**src/rtl/multi_switch_requester.sv**
```systemverilog
// multi_switch_requester: round-robin egress requester for NUM_CH frame/sideband
// buffer pairs. Streams one whole frame at a time onto an AXI-Stream port,
// rewinds and retries a frame when the switch stalls too long, and drops it
// (skipping the buffer past it) once the retry budget is spent.
module multi_switch_requester #(
   parameter int NUM_CH            = 4,
   parameter int DATA_WIDTH        = 16,
   parameter int ADDR_WIDTH        = 11,
   parameter int DEST_WIDTH        = 4,
   parameter int TIMEOUT_CTR_WIDTH = 3,
   parameter int RETRY_LIMIT       = 2
) (
   input  logic                                          clk,
   input  logic                                          reset,
   input  logic [NUM_CH*(ADDR_WIDTH+1+DEST_WIDTH)-1:0]   sideband_rdata,
   input  logic [NUM_CH-1:0]                             sideband_empty,
   output logic [NUM_CH-1:0]                             sideband_ren,
   input  logic [NUM_CH*DATA_WIDTH-1:0]                  frame_rdata,
   input  logic [NUM_CH*(ADDR_WIDTH+1)-1:0]              frame_rptr,
   output logic [NUM_CH-1:0]                             frame_ren,
   output logic [NUM_CH-1:0]                             frame_rrst,
   output logic [ADDR_WIDTH:0]                           frame_rst_rptr,
   output logic [DATA_WIDTH-1:0]                         egress_tdata,
   output logic [DEST_WIDTH-1:0]                         egress_tdest,
   output logic                                          egress_tlast,
   output logic                                          egress_tvalid,
   input  logic                                          egress_tready,
   output logic [15:0]                                   frames_sent,
   output logic [15:0]                                   frames_dropped,
   output logic                                          busy
);

   localparam int PTR_W   = ADDR_WIDTH + 1;
   localparam int SB_W    = PTR_W + DEST_WIDTH;
   localparam int CH_W    = (NUM_CH > 1) ? $clog2(NUM_CH) : 1;
   localparam int RTY_W   = $clog2(RETRY_LIMIT + 1) + 1;
   localparam int STALL_W = TIMEOUT_CTR_WIDTH + 1;

   localparam logic [CH_W-1:0]  LAST_INIT = CH_W'(NUM_CH - 1);
   localparam logic [RTY_W-1:0] RETRY_MAX = RTY_W'(RETRY_LIMIT);

   typedef enum logic [2:0] {IDLE, SB_WAIT, LOAD, SEND, REWIND} state_t;

   state_t              state;
   logic [CH_W-1:0]     grant;
   logic [CH_W-1:0]     last_served;
   logic                first_load;
   logic [PTR_W-1:0]    end_ptr;
   logic [PTR_W-1:0]    start_ptr;
   logic [RTY_W-1:0]    retry_cnt;
   logic [STALL_W-1:0]  stall_cnt;

   logic [SB_W-1:0]       sb_arr [NUM_CH];
   logic [DATA_WIDTH-1:0] fd_arr [NUM_CH];
   logic [PTR_W-1:0]      fp_arr [NUM_CH];

   logic [CH_W-1:0]       pick;
   logic [CH_W-1:0]       cand;
   logic                  pick_valid;
   logic [SB_W-1:0]       sb_sel;
   logic [PTR_W-1:0]      sb_end;
   logic [DEST_WIDTH-1:0] sb_dest;
   logic [PTR_W-1:0]      cur_rptr;
   logic [PTR_W-1:0]      next_rptr;
   logic [PTR_W-1:0]      cur_end;
   logic [DATA_WIDTH-1:0] cur_data;
   logic [NUM_CH-1:0]     grant_oh;
   logic                  handshake;
   logic                  load_word;

   // Counters stick at all-ones instead of wrapping.
   function automatic logic [15:0] sat_inc(input logic [15:0] v);
      return (v == 16'hFFFF) ? v : v + 16'd1;
   endfunction

   function automatic logic [NUM_CH-1:0] ch_onehot(input logic [CH_W-1:0] c);
      logic [NUM_CH-1:0] r;
      r    = '0;
      r[c] = 1'b1;
      return r;
   endfunction

   for (genvar g = 0; g < NUM_CH; g++) begin : g_unpack
      assign sb_arr[g] = sideband_rdata[g*SB_W +: SB_W];
      assign fd_arr[g] = frame_rdata[g*DATA_WIDTH +: DATA_WIDTH];
      assign fp_arr[g] = frame_rptr[g*PTR_W +: PTR_W];
   end

   // Round-robin pick: nearest non-empty channel above last_served, wrapping,
   // with last_served itself tried last.
   always_comb begin
      pick       = '0;
      pick_valid = 1'b0;
      cand       = '0;
      for (int i = NUM_CH; i >= 1; i--) begin
         cand = CH_W'((int'(last_served) + i) % NUM_CH);
         if (!sideband_empty[cand]) begin
            pick       = cand;
            pick_valid = 1'b1;
         end
      end
   end

   assign sb_sel    = sb_arr[grant];
   assign sb_end    = sb_sel[SB_W-1:DEST_WIDTH];
   assign sb_dest   = sb_sel[DEST_WIDTH-1:0];
   assign cur_rptr  = fp_arr[grant];
   assign cur_data  = fd_arr[grant];
   assign next_rptr = cur_rptr + 1'b1;
   // Sideband data is only valid on the first LOAD; a retried LOAD uses the latched copy.
   assign cur_end   = first_load ? sb_end : end_ptr;
   assign grant_oh  = ch_onehot(grant);
   assign handshake = egress_tvalid & egress_tready;

   // The read pointer must advance in the same cycle the word is captured so the
   // next word is already presented when the following handshake arrives.
   assign load_word = !reset &&
                      (((state == LOAD) && (cur_rptr != cur_end)) ||
                       ((state == SEND) && handshake && !egress_tlast));
   assign frame_ren = load_word ? grant_oh : '0;
   assign busy      = (state != IDLE);

   // Request/stream/retry state machine with registered egress and buffer controls.
   always_ff @(posedge clk) begin
      if (reset) begin
         state          <= IDLE;
         grant          <= '0;
         last_served    <= LAST_INIT;
         first_load     <= 1'b0;
         end_ptr        <= '0;
         start_ptr      <= '0;
         retry_cnt      <= '0;
         stall_cnt      <= '0;
         sideband_ren   <= '0;
         frame_rrst     <= '0;
         frame_rst_rptr <= '0;
         egress_tdata   <= '0;
         egress_tdest   <= '0;
         egress_tlast   <= 1'b0;
         egress_tvalid  <= 1'b0;
         frames_sent    <= '0;
         frames_dropped <= '0;
      end else begin
         sideband_ren <= '0;
         frame_rrst   <= '0;
         case (state)
            IDLE: begin
               stall_cnt <= '0;
               if (pick_valid) begin
                  grant        <= pick;
                  sideband_ren <= ch_onehot(pick);
                  state        <= SB_WAIT;
               end
            end
            SB_WAIT: begin
               first_load <= 1'b1;
               state      <= LOAD;
            end
            LOAD: begin
               stall_cnt  <= '0;
               first_load <= 1'b0;
               if (first_load) begin
                  end_ptr   <= sb_end;
                  start_ptr <= cur_rptr;
                  retry_cnt <= '0;
               end
               if (cur_rptr == cur_end) begin
                  // Zero-length entry: consume it without touching the egress port.
                  frames_dropped <= sat_inc(frames_dropped);
                  last_served    <= grant;
                  state          <= IDLE;
               end else begin
                  if (first_load) begin
                     egress_tdest <= sb_dest;
                  end
                  egress_tdata  <= cur_data;
                  egress_tvalid <= 1'b1;
                  egress_tlast  <= (next_rptr == cur_end);
                  state         <= SEND;
               end
            end
            SEND: begin
               if (handshake) begin
                  stall_cnt <= '0;
                  if (egress_tlast) begin
                     frames_sent   <= sat_inc(frames_sent);
                     last_served   <= grant;
                     egress_tvalid <= 1'b0;
                     egress_tlast  <= 1'b0;
                     state         <= IDLE;
                  end else begin
                     egress_tdata <= cur_data;
                     egress_tlast <= (next_rptr == end_ptr);
                  end
               end else if (stall_cnt[STALL_W-1]) begin
                  // Switch timed out: drop tvalid without tlast so it discards the partial frame.
                  egress_tvalid <= 1'b0;
                  egress_tlast  <= 1'b0;
                  stall_cnt     <= '0;
                  frame_rrst    <= grant_oh;
                  if (retry_cnt < RETRY_MAX) begin
                     retry_cnt      <= retry_cnt + 1'b1;
                     frame_rst_rptr <= start_ptr;
                     state          <= REWIND;
                  end else begin
                     frame_rst_rptr <= end_ptr;
                     frames_dropped <= sat_inc(frames_dropped);
                     last_served    <= grant;
                     state          <= IDLE;
                  end
               end else begin
                  stall_cnt <= stall_cnt + 1'b1;
               end
            end
            REWIND: begin
               stall_cnt <= '0;
               state     <= LOAD;
            end
            default: begin
               state <= IDLE;
            end
         endcase
      end
   end

endmodule

```
**config.mk**
```make
export PLATFORM = sky130hd
export DESIGN_NAME = multi_switch_requester
export DESIGN_NICKNAME = d
export VERILOG_FILES = /design/src/rtl/multi_switch_requester.sv
export SDC_FILE = /design/constraint.sdc
export NUM_CORES = 1
export LEC_CHECK = 0
export CORE_UTILIZATION = 49
export DETAILED_ROUTE_END_ITERATION = 10
export GPL_ROUTABILITY_DRIVEN = 1
export HOLD_SLACK_MARGIN = 0.05
export PLACE_DENSITY = 0.88
export SLEW_MARGIN = 20
export SYNTH_ARGS = -nofsm -noshare
export SYNTH_HDL_FRONTEND = slang
export SYNTH_SLANG_ARGS = --single-unit
```
**constraint.sdc**
```tcl
create_clock -name clk -period 7.9 [get_ports clk]
set_input_delay 1.58 -clock clk [delete_from_list [all_inputs] [get_ports clk]]
set_output_delay 1.58 -clock clk [all_outputs]
set_load 0.01 [all_outputs]
```
==> flow_summary.yaml <==
synth:
  syn_inst: 781
  synth-seq-cells: 113
  yosysSeqAreaShare_pct: 32.53
  yosysMostFrequentCell: "dfxtp_1"
  yosysTopAreaCell: "dfxtp_1"
  synth-edff-count: 0
  syn_avg_cell_area_sq_um: 8.904
  async_flop_share_pct: 0
  ys_types: 62
  netlist_area_sq_mm: 0.006954
  synthFlopType: "dfxtp_1"
  syn_nets: 969
  synth_common_cells: "113 x dfxtp_1, 93 x nand2_1, 74 x nor2_1, 69 x a21oi_1, 39 x nand3_1"
  synth_top_area_share_pct: 32.53
  yosys-top-cells-area: "dfxtp_1 33%, mux4_2 12%, nand2_1 5.0%"
  yosysWarnings: 0
die:
  chipWidth_microns: 121.1
  num_io_pins: 262
  rows: 43
  start_util_pct: 50.10
  die_h_microns: 121.1
  die_area_sq_mm: 0.01467
  coreArea_sq_mm: 0.01388
sta:
  fin_ws_ns: 1.388
  period_needed_ns: 6.512
  fin_tns_setup_ns: 0
  worstMarginPinSlew_ns: 0.9801
  min_period_over_period_pct: 82.43
  slew_viol_final: 0
  finalSetupViolCount: 0
  maxSlewHeadroom_pct: 34.57
  fmax_ghz: 0.1536
  skew_ns: 0.007603
  hold_viol_final: 0
  rsz0062_at_grt: "false"
clock_network:
  cts_max_level: 4
  cts_root_buffer: "clkbuf_16"
  hold_buffers: 0
  cts_buffer_depth: 2
  clock-sinks: 113
  cts.repair.resized: 0
  clk_pin_slew_ns: 0.05
  cts_tree: "done"
  cts_inserted_buffers: 17
  postCtsSetupBuffers: 0
  clock_latency_ns: 0.41
worst_setup_path:
  reg2reg_depth: 6
  r2r_start: "grant[0]$_SDFFE_PP0P_"
  crit_fanout: 18
  r2r_slack_ns: 4.41
  cp-end-kind: "output pin"
  crit_start: "frame_rptr[18]"
  cp-start-kind: "input pin"
  crit_type: "in2out"
  rr_endpoint: "frames_dropped[13]$_SDFFE_PP0P_"
  worstPathArrival_ns: 4.93
  critPathRequiredTime_ns: 6.32
global_route:
  grt_pass1_vias: 6765
  grt_max_degree: 59
  antenna_found_initial: 0
  grt_usage_pct: 29.59
  globalRoute.totalOverflow: 0
  grt_pass1_wl_microns: 33750
power_and_ir_drop:
  seqPwrFrac_pct: 32.5
  power_mw: 2.113
  p_int_mw: 1.424
  switchingPower_mw: 0.6890
  peakVddDrop_uv: 162.6
  p_leak_nw: 3.299
  powerDensity_mw_per_mm2: 208.8
  pwr-share-comb_pct: 33.1
  power_frac_clock_pct: 34.4
  netSwitchingFraction_pct: 32.61
min_path:
  hold_end: "start_ptr[7]$_SDFFE_PP0P_"
  hp-start: "start_ptr[7]$_SDFFE_PP0P_"
  holdPathStages: 2
  hp-class: "reg2reg"
drt:
  wl_per_cell_microns: 18.01
  dr_total_vias: 7098
  first_pass_iters: 5
  final_antenna_net_count: 0
  first_iter_violations: 749
  wl_microns: 21670
  remaining_drc_errors: 0
  via_per_inst: 5.900
placed_design:
  pre_cts_ws_ns: 1.427
  hpwl_microns: 15750
  io_buffers: 261
  finalWeightedCongestion: 0.9258
  placed_cells: 1171
run_status:
  status: "finished, final reports clean"
finish:
  area_delta_synth_final_pct: 45.54
  antenna_cells: 0
  layout.cells.non_filler: 1203
  drive_above_1_share_pct: 9.482
  final_nets: 1198
  final_core_util_pct: 72.91
  fill_cells: 1015
run:
  max_cap_violations: 0
## per-layer routing
metal / global-route usage (%) / wire length (microns)
met3: 6.626 / 1742
met2: 50.39 / 10730
met1: 37.04 / 8759
met4: 9.336 / 434
met5: 0 / 0
## cell type report
class	instances	area [sq um]	share of cell area, %
multi-input cells	602	4379	43.27
inverters	9	33.78	0.3338
well taps	180	225.2	2.225
repair buffers	267	2655	26.23
flip-flops and latches	113	2267	22.40
clock inverters	9	82.58	0.8159
clock buffers	23	478.0	4.722
## worst max-delay path by stage
stage / end / depth (start not counted)
finish: frame_ren[0] / 8
global route: frame_ren[0] / 8
CTS: frame_ren[1] / 8
detailed placement: frame_ren[1] / 8
global placement: frame_ren[0] / 8
floorplan: frame_ren[1] / 7
## power by group through the flow
stage	clock network (mW)	logic (mW)	registers, mW
2_1_floorplan	0	0.497	0.655
3_3_place_gp	0	0.671	0.696
3_5_place_dp	0	0.687	0.697
4_1_cts	0.729	0.694	0.686
5_1_grt	0.759	0.753	0.695
6_report	0.726	0.700	0.687
## cell families after synthesis
logic type	after synthesis	synth area share, %
adder cells (fa/ha/maj)	5	0.8996
XOR/XNOR	45	6.081
multiplexers	76	19.07
buffers and inverters	66	4.570
flip-flops	113	32.53
AO/OA/AOI/OAI	158	14.18
AND/OR/NAND/NOR	318	22.67
## stage by stage
stage / hold slack, ns / cell area (sq um)
detailed placement: 0.4468 / 9560
floorplan: 0.4366 / 6954
global placement: 0.4435 / 9560
CTS: 0.4555 / 10120
global route: 0.4793 / 10120
finish: 0.4538 / 10120
## critical path: stages
cell and delay [ns]:
clkdlybuf4s50_1 0.40, mux4_1 0.65, xnor2_1 0.48, or4_4 0.26, o31a_1 0.50, nor2_1 0.22
nor4_1 0.24, clkdlybuf4s50_1 0.59
## placed cells by master (no fill, tap or decap), types with 5 or more instances in the layout
cell type        synthesis  routed
nand4_1                 15      15
and3_1                   7       7
nand3b_1                 5       5
mux2i_1                 25      25
clkbuf_16                0      17
xnor2_1                 29      29
a211oi_1                 6       6
nor2b_1                 13      13
a311oi_1                12      12
nand2_1                 93      93
or4_1                   12      12
or3_1                   13      13
nor2_1                  74      74
xor2_1                  13      13
mux2_2                   6       6
nor4_1                   9       9
dfxtp_1                113     111
nand2b_1                 9       9
a21oi_1                 69      69
mux4_2                  37      37
inv_1                    9       9
o21ai_0                 35      35
nor3_1                  12      11
ha_1                     5       5
buf_4                    2       7
o31ai_1                 11      11
clkdlybuf4s50_1          0     260
nand3_1                 39      39
## state kept, by name (all words and copies together), names as in the netlist
name,flops
frames_dropped,16
first_load,1
sideband_ren,4
end_ptr,12
last_served,2
egress_tvalid,1
start_ptr,12
stall_cnt,4
egress_tdest,4
frame_rst_rptr,12
egress_tdata,16
egress_tlast,1
state,3
frame_rrst,4
frames_sent,16
retry_cnt,3
grant,2
No activity file was read; power rests on OpenSTA's default activity.
